==> config.mk <==
export PLATFORM = sky130hd
export DESIGN_NAME = spi_ram_slave
export DESIGN_NICKNAME = d
export VERILOG_FILES = /design/src/rtl/spi_ram_pkg.sv /design/src/rtl/spi_ram_mem.sv /design/src/rtl/spi_ram_slave.sv
export SDC_FILE = /design/constraint.sdc
export NUM_CORES = 2
export LEC_CHECK = 0
export ABC_CLOCK_PERIOD_IN_PS = 9000
export CAP_MARGIN = 20
export CORE_UTILIZATION = 25
export CTS_CLUSTER_SIZE = 30
export DETAILED_ROUTE_END_ITERATION = 10
export PLACE_DENSITY_LB_ADDON = 0.1
export SYNTH_ARGS = -nofsm -noshare
export SYNTH_HDL_FRONTEND = slang
export SYNTH_SLANG_ARGS = --single-unit
==> constraint.sdc <==
create_clock -name clk -period 9 [get_ports clk]
set_input_delay 1.8 -clock clk [delete_from_list [all_inputs] [get_ports clk]]
set_output_delay 1.8 -clock clk [all_outputs]
set_load 0.005 [all_outputs]
==> src/rtl/spi_ram_pkg.sv <==
// Shared command codes, FSM state encoding and a width helper for the SPI RAM slave.
package spi_ram_pkg;

    localparam logic [1:0] CMD_WR_ADDR = 2'b00;
    localparam logic [1:0] CMD_WR_DATA = 2'b01;
    localparam logic [1:0] CMD_RD_ADDR = 2'b10;
    localparam logic [1:0] CMD_RD_DATA = 2'b11;

    typedef enum logic [2:0] {
        IDLE,
        CMD,
        WR_ADDR,
        WR_DATA,
        RD_ADDR,
        RD_DATA_DUMMY,
        RD_DATA_TX,
        DONE
    } state_t;

    function automatic int max2(input int a, input int b);
        return (a > b) ? a : b;
    endfunction

endpackage

==> src/rtl/spi_ram_mem.sv <==
// Single-port synchronous RAM: one address, write port plus registered read, no reset.
module spi_ram_mem
    import spi_ram_pkg::*;
#(
    parameter int ADDR_WIDTH = 8,
    parameter int DATA_WIDTH = 8
) (
    input  logic                  clk,
    input  logic                  we,
    input  logic                  re,
    input  logic [ADDR_WIDTH-1:0] addr,
    input  logic [DATA_WIDTH-1:0] wdata,
    output logic [DATA_WIDTH-1:0] rdata
);

    logic [DATA_WIDTH-1:0] mem [2**ADDR_WIDTH];

    always_ff @(posedge clk) begin
        if (we)
            mem[addr] <= wdata;
        if (re)
            rdata <= mem[addr];
    end

endmodule

==> src/rtl/spi_ram_slave.sv <==
// SPI slave with integrated RAM; one serial bit per clk edge, 2-bit command then payload.
// Define SPI_RAM_BURST_EN to stream consecutive data words with address auto-increment.
module spi_ram_slave
    import spi_ram_pkg::*;
#(
    parameter int ADDR_WIDTH = 8,
    parameter int DATA_WIDTH = 8
) (
    input  logic clk,
    input  logic rst,
    input  logic SS_n,
    input  logic MOSI,
    output logic MISO,
    output logic busy
);

`ifdef SPI_RAM_BURST_EN
    localparam bit BURST = 1'b1;
`else
    localparam bit BURST = 1'b0;
`endif

    localparam int SW = max2(ADDR_WIDTH, DATA_WIDTH);
    localparam int CW = $clog2(SW + 1);
    localparam logic [CW-1:0] C_LAST = CW'(1);
    localparam logic [CW-1:0] A_LAST = CW'(ADDR_WIDTH - 1);
    localparam logic [CW-1:0] D_LAST = CW'(DATA_WIDTH - 1);

    state_t                state, state_nxt;
    logic [CW-1:0]         cnt;
    logic [SW-2:0]         rx_sh;      // previously sampled bits; current MOSI completes the word
    logic [DATA_WIDTH-1:0] tx_sh;
    logic [DATA_WIDTH-1:0] rdata;
    logic [DATA_WIDTH-1:0] wdata;
    logic [ADDR_WIDTH-1:0] wr_addr, rd_addr, mem_addr, a_word;
    logic [1:0]            cmd;
    logic                  last, counting, mem_we, mem_re;

    assign cmd      = {rx_sh[0], MOSI};
    assign a_word   = {rx_sh[ADDR_WIDTH-2:0], MOSI};
    assign counting = (state != IDLE) && (state != DONE);

    always_comb begin
        last = 1'b0;
        case (state)
            CMD:                               last = (cnt == C_LAST);
            WR_ADDR, RD_ADDR:                  last = (cnt == A_LAST);
            WR_DATA, RD_DATA_DUMMY, RD_DATA_TX: last = (cnt == D_LAST);
            default:                           last = 1'b0;
        endcase
    end

    always_ff @(posedge clk or posedge rst) begin
        if (rst)
            state <= IDLE;
        else
            state <= state_nxt;
    end

    always_comb begin
        state_nxt = state;
        if (SS_n)
            state_nxt = IDLE;
        else begin
            case (state)
                IDLE: state_nxt = CMD;
                CMD:
                    if (last) begin
                        case (cmd)
                            CMD_WR_ADDR: state_nxt = WR_ADDR;
                            CMD_WR_DATA: state_nxt = WR_DATA;
                            CMD_RD_ADDR: state_nxt = RD_ADDR;
                            default:     state_nxt = RD_DATA_DUMMY;
                        endcase
                    end
                WR_ADDR, RD_ADDR: if (last) state_nxt = DONE;
                WR_DATA:          if (last && !BURST) state_nxt = DONE;
                RD_DATA_DUMMY:    if (last) state_nxt = RD_DATA_TX;
                RD_DATA_TX:       if (last && !BURST) state_nxt = DONE;
                default:          state_nxt = state;
            endcase
        end
    end

    // In burst reads the next word is fetched from rd_addr+1 during the current LSB so it is ready with no gap.
    always_comb begin
        busy     = (state != IDLE);
        wdata    = {rx_sh[DATA_WIDTH-2:0], MOSI};
        mem_we   = !SS_n && last && (state == WR_DATA);
        mem_re   = !SS_n && last && ((state == RD_DATA_DUMMY) || (BURST && state == RD_DATA_TX));
        mem_addr = rd_addr;
        if (mem_we)
            mem_addr = wr_addr;
        else if (state == RD_DATA_TX)
            mem_addr = rd_addr + ADDR_WIDTH'(1);
    end

    always_ff @(posedge clk or posedge rst) begin
        if (rst) begin
            cnt     <= '0;
            rx_sh   <= '0;
            tx_sh   <= '0;
            wr_addr <= '0;
            rd_addr <= '0;
            MISO    <= 1'b0;
        end else begin
            if (counting && !SS_n)
                rx_sh <= {rx_sh[SW-3:0], MOSI};
            cnt <= (counting && !SS_n && !last && state_nxt == state) ? cnt + CW'(1) : '0;

            if (!SS_n && last) begin
                if (state == WR_ADDR)
                    wr_addr <= a_word;
                if (state == RD_ADDR)
                    rd_addr <= a_word;
                if (BURST && state == WR_DATA)
                    wr_addr <= wr_addr + ADDR_WIDTH'(1);
                if (BURST && state == RD_DATA_TX)
                    rd_addr <= rd_addr + ADDR_WIDTH'(1);
            end

            if (!SS_n && state == RD_DATA_TX) begin
                if (cnt == '0)
                    {MISO, tx_sh} <= {rdata, 1'b0};
                else
                    {MISO, tx_sh} <= {tx_sh, 1'b0};
            end else
                MISO <= 1'b0;
        end
    end

    spi_ram_mem #(
        .ADDR_WIDTH(ADDR_WIDTH),
        .DATA_WIDTH(DATA_WIDTH)
    ) u_mem (
        .clk  (clk),
        .we   (mem_we),
        .re   (mem_re),
        .addr (mem_addr),
        .wdata(wdata),
        .rdata(rdata)
    );

endmodule

# Word-level counts from Yosys, hierarchy flattened
# Memories as Yosys holds them, arrays and structs flattened. A register that Yosys moved wholly into a read port is not among the register bits.
# Cells that the tools add are included.
# op_classes
n_reduce_logical,18
add_sub_neg,2
eq_ne,12
n_mux,15
# ops
op,count
$mux 8,3
$mux 3,4
$pmux 3 s4,1
$eq 3x3->1 const B,3
$pmux 3 s3,1
$add 8x1->8 const B,1
$logic_and 1x1->1,8
$eq 3x2->1 const B,2
$reduce_or 5->1,1
$add 4x1->4 const B,1
$eq 4x1->1 const B,1
$eq 4x3->1 const B,1
$logic_not 4->1,1
$mux 1,4
$mux 4,1
$reduce_and 2->1,2
$reduce_or 4->1,1
$eq 3x1->1 const B,1
$eq 3x3->1,1
$logic_not 3->1,1
$ne 3x3->1 const B,1
$reduce_bool 3->1,1
$eq 2x1->1 const B,1
$eq 2x2->1 const B,1
other kinds (3),4
# totals
elab_cells,55
out_inout_bits,2
input_bits,4
mem_count,1
mem_bits_rw,2048
ff_bits,39
# mem_list
memory,depth,width,read_ports,rd_clocked_by_memory_dff,write_ports,line,text
u_mem.mem,256,8,1,1,1,spi_ram_mem.sv:16,logic [DATA_WIDTH-1:0] mem [2**ADDR_WIDTH];

# Logic depth before layout (Yosys ltp)
# logic_depth
word_depth,9
mapped_depth,15
mapped_depth_nobuf,11

# By module
# Synthesis repeated with hierarchy kept, for this count alone.
# hier_totals
cells_unflattened,3714
hier_area_um2,80531.0
# modules_own_cells
mod,cells_each,instances,area_each_um2,seq_area_each_um2
spi_ram_mem,3547,1,78572.9,61739.2
spi_ram_slave,167,1,1958.1,950.9

# Worst setup path before layout
# Ideal clock, no wire load.
# synth_path
path_type,input-to-reg
start,in SS_n
end,mem u_mem.mem[141][0] (enable)
n_path_buf,6
setup_ps,370
t_arrival_ps,4102
path_slack_ps,4528
path_stages,12
t_required_ps,8630
cell_sequence,buf_4 > and4bb_1 > nand2_1 > buf_4 > mux2i_1 > buf_2 > nor2_1 > buf_2 > buf_2 > nand2_1 > clkbuf_1 > nor2_1
# synth_between
elab_chain_len,5
elab_cells_between_ends,6
classes_between,mux (3); reduce/logical (3)
# synth_lines
element,line,text
start: declaration,spi_ram_slave.sv:11,"input logic SS_n,"
$logic_not 1->1 *,spi_ram_slave.sv:89,mem_we = !SS_n && last && (state == WR_DATA);
$logic_and 1x1->1 * (2 in a row),spi_ram_slave.sv:89,
$mux 1,spi_ram_mem.sv:19,if (we)
$mux 1 (implied by the code),spi_ram_mem.sv:20,mem[addr] <= wdata;
end: declaration,spi_ram_mem.sv:16,
# Mark *: on every way between the ends. The rest lies on a longest branch, timed or not.

# Worst setup path after layout
# layout_path
start,in SS_n
end,"reg u_mem.rdata[7], read port of u_mem.mem (data pin)"
# layout_between
elab_chain_len,4
elab_cells_between_ends,5
classes_between,mux (1); reduce/logical (4)
# layout_lines
element,line,text
$logic_not 1->1 *,"spi_ram_slave.sv:89, spi_ram_slave.sv:90",
$logic_and 1x1->1 *,"spi_ram_slave.sv:89, spi_ram_slave.sv:90",
$logic_and 1x1->1,spi_ram_slave.sv:89,
$mux 8,spi_ram_slave.sv:92,if (mem_we)
end: declaration,spi_ram_mem.sv:13,output logic [DATA_WIDTH-1:0] rdata
# Marked as above.
# A chain may end at the register's enable or synchronous reset.

==> flow_metrics.env <==
export IMPL_required_ps=9610
export IMPL_max_stage_delay_ps=710
export IMPL_cts_setup_buffers=0
export IMPL_ctsResizeCount=0
export IMPL_postSynthAreaPerCell_um2=16.7
export IMPL_place_gp_congestion=0.766
export IMPL_cts_tree="yes"
export IMPL_power_total_uw=24400
export IMPL_crit_chain="clkdlybuf4s50_1, and4bb_1, nand2_1, buf_4, mux2_4, nand2_4, buf_12, buf_4, buf_4, a21oi_1, nor3_1, o22ai_1, o21ai_0, nand3_1"
export IMPL_synth_edff_count=2056
export IMPL_synth_top_area_share_pct=77.9
export IMPL_clkLatencyLatePin_ps=930
export IMPL_slowest_stage="o21ai_0"
export IMPL_cellPowerDensity_nw_per_um2=265
export IMPL_initial_core_util_pct=25.1
export IMPL_drive_gt1_share_pct=11.4
export IMPL_syn_nets=4765
export IMPL_start_kind="input port"
export IMPL_dpl_hpwl_um=176000
export IMPL_synthTopCellsByArea="edfxtp_1 (78%), a22oi_1 (6.9%), a21oi_1 (2.6%)"
export IMPL_yosys_area_share_simple_pct=4.12
export IMPL_synth_compound_gate_area_share_pct=13.9
export IMPL_synthCells=4758
export IMPL_dominantRegCellSynth="edfxtp_1"
export IMPL_worstSetupPathType="input port to flip-flop"
export IMPL_fin_crit_ps=6430
export IMPL_whs_ps=518
export IMPL_numPortBuffers=5
export IMPL_vias_per_cell=5.13
export IMPL_post_drt_wl_per_cell_um=32.8
export IMPL_io_pin_count=6
export IMPL_cts_hold_buf=0
export IMPL_slew_headroom_pct=23.8
export IMPL_synth_top_family_by_area="compound AO/OA/AOI/OAI gates"
export IMPL_die_area_um2=319000
export IMPL_antenna_left=0
export IMPL_wl_um=301000
export IMPL_area_delta_synth_final_pct=16.1
export IMPL_core_um2=315000
export IMPL_ys_async_sr_fraction_pct=1.81
export IMPL_synth_fa_ha_area_share_pct=0.0474
export IMPL_hold_violations=0
export IMPL_pre_cts_slack_ps=1790
export IMPL_clock_path_buffers=4
export IMPL_yosysTopAreaCell="edfxtp_1"
export IMPL_finalSetupViolCount=0
export IMPL_clock_sinks=2094
export IMPL_vias=47108
export IMPL_status="complete, no violations"
export IMPL_cap_violations=0
export IMPL_final_util_pct=29.2
export IMPL_syn_area_um2=79200
export IMPL_yosysWarnings=0
export IMPL_muxShareOfSynthArea_pct=0.494
export IMPL_grt_pass1_vias=46540
export IMPL_numCtsBuffers=241
export IMPL_fp_dieW_um=565
export IMPL_antenna_found_initial=25
export IMPL_yosysUniqueCellTypes=65
export IMPL_fmax_mhz=156
export IMPL_peakVddDrop_mv=0.177
export IMPL_p_leak_uw=0.0275
export IMPL_timing_critical_path_buf_inv=5
export IMPL_ys_ff_latch=2094
export IMPL_path_delay_family="buffers and inverters"
export IMPL_drv_slew=0
export IMPL_layout_setup_ws_ps=2570
export IMPL_first_pass_iters=8
export IMPL_crit_arrival_ps=7040
export IMPL_cts_root_buf="clkbuf_16"
export IMPL_hold_class="flip-flop to flip-flop"
export IMPL_nets=4837
export IMPL_grt_max_degree=142
export IMPL_min_period_over_period_pct=71.4
export IMPL_clk_pin_slew_ps=60
export IMPL_rsz0062_at_grt="false"
export IMPL_worstMarginPinSlew_ps=1130
export IMPL_crit_top_cell="buf_4"
export IMPL_skew_ps=85.0
export IMPL_cts_max_level=4
export IMPL_gr_total_overflow=0
export IMPL_grt_pass1_wl_um=411000
export IMPL_fp_row_count=206
export IMPL_synth_xor_xnor_area_share_pct=0.0663
export IMPL_grt_util_all_layers_pct=18.5
export IMPL_final_common_cell="edfxtp_1"
export IMPL_seq_area_frac_synth_pct=79.1
export IMPL_fin_setup_tns_ps=0
export IMPL_fp_dieH_um=565
export IMPL_crit_path_max_fanout=26
export IMPL_drcViolationCount=0
export IMPL_critPathCaptureType="flip-flop"
export IMPL_nFillCells=31083
export IMPL_drtIter0Drc=5516
export IMPL_final_cell_mix="edfxtp_1 (2056), a22oi_1 (724), a21oi_1 (406)"
[worst register-to-register path, cell delays in order, from the launching register on]
cell      delay, ps
dfrtp_1         670
and4bb_1        330
nand2_1          70
buf_4           210
mux2_4          550
nand2_4         540
buf_12          360
buf_4           330
buf_4           210
a21oi_1          70
nor3_1          670
o22ai_1         360
o21ai_0         710
nand3_1         130
[cell families (layout without fill, tap and decap cells)]
family | after synthesis | in the layout
buffers and inverters | 367 | 621
flip-flops | 2094 | 2094
AO/OA/AOI/OAI | 1554 | 1554
XOR/XNOR | 6 | 6
other | 0 | 8
AND/OR/NAND/NOR | 698 | 698
adder cells (fa/ha/maj) | 3 | 3
multiplexers | 36 | 36
[power breakdown]
group | switching [uW] | total, uW | leakage, uW | internal, uW
logic | 2550 | 3120 | 0.00501 | 572
registers | 250 | 12100 | 0.0190 | 11900
clock network | 4020 | 9160 | 0.00349 | 5140
total | 6830 | 24400 | 0.0275 | 17600
[cell usage after synthesis (11+ instances only)]
master / instances
nand2_1: 122
clkbuf_1: 110
nand4_1: 26
buf_1: 36
mux2_2: 25
a22oi_1: 724
nor2_1: 301
nor4_1: 78
a31oi_1: 22
a22o_1: 113
a21oi_1: 407
nand3_1: 104
a222oi_1: 82
buf_2: 182
a221oi_1: 83
buf_4: 13
dfrtp_1: 38
o21ai_0: 11
nor3_1: 28
mux2i_1: 11
edfxtp_1: 2056
buf_6: 18
o22ai_1: 63
[worst paths after layout]
| path | to | cells past startpoint | slack (ps) | start |
|---|---|---|---|---|
| max | u_mem.rdata[7] | 14 | 2570 | SS_n |
| min | wr_addr[4] | 1 | 520 | wr_addr[4] |
| max reg2reg | u_mem.rdata[7] | 13 | 3480 | state[1] |
| min reg2reg | wr_addr[4] | 1 | 520 | wr_addr[4] |
| max in group asynchronous | wr_addr[2] | 3 | 7360 | rst |
| min in group asynchronous | rx_sh[5] | 2 | 1120 | rst |
[state kept, by name (all words and copies together) (netlist names)]
signal,count
MISO,1
u_mem.rdata,8
rx_sh,7
u_mem.mem,2048
tx_sh,7
wr_addr,8
cnt,4
state,3
rd_addr,8
[cell type report]
class                           count  area [um2]  share of cell area, %
Multi-Input combinational cell   2297       15000                   16.3
Inverter                            8        30.0                 0.0326
Antenna cell                        8        20.0                 0.0218
Clock buffer                      298        6240                   6.79
Tap cell                         4160        5200                   5.66
Clock inverter                    127         902                  0.980
Sequential cell                  2094       62700                   68.1
Timing Repair Buffer              188        1880                   2.04
[per-stage QoR]
stage	cells	cell area, um2
after detailed placement	8744	84800
after global placement	8729	84600
after global routing	9175	92000
final	9180	92000
after floorplan	4758	79200
after CTS	9169	92000
[per-layer routing]
metal	global-route usage, %	vias to the layer above	wire length [um]	part of all wire [%]
met2	29.2	1676	138000	46
met5	0	-	7	0.0023
li1	-	19847	-	-
met1	26.8	25237	140000	46
met3	2.39	346	16300	5.4
met4	4.60	2	6770	2.3
(Power assumes the default switching activity.)
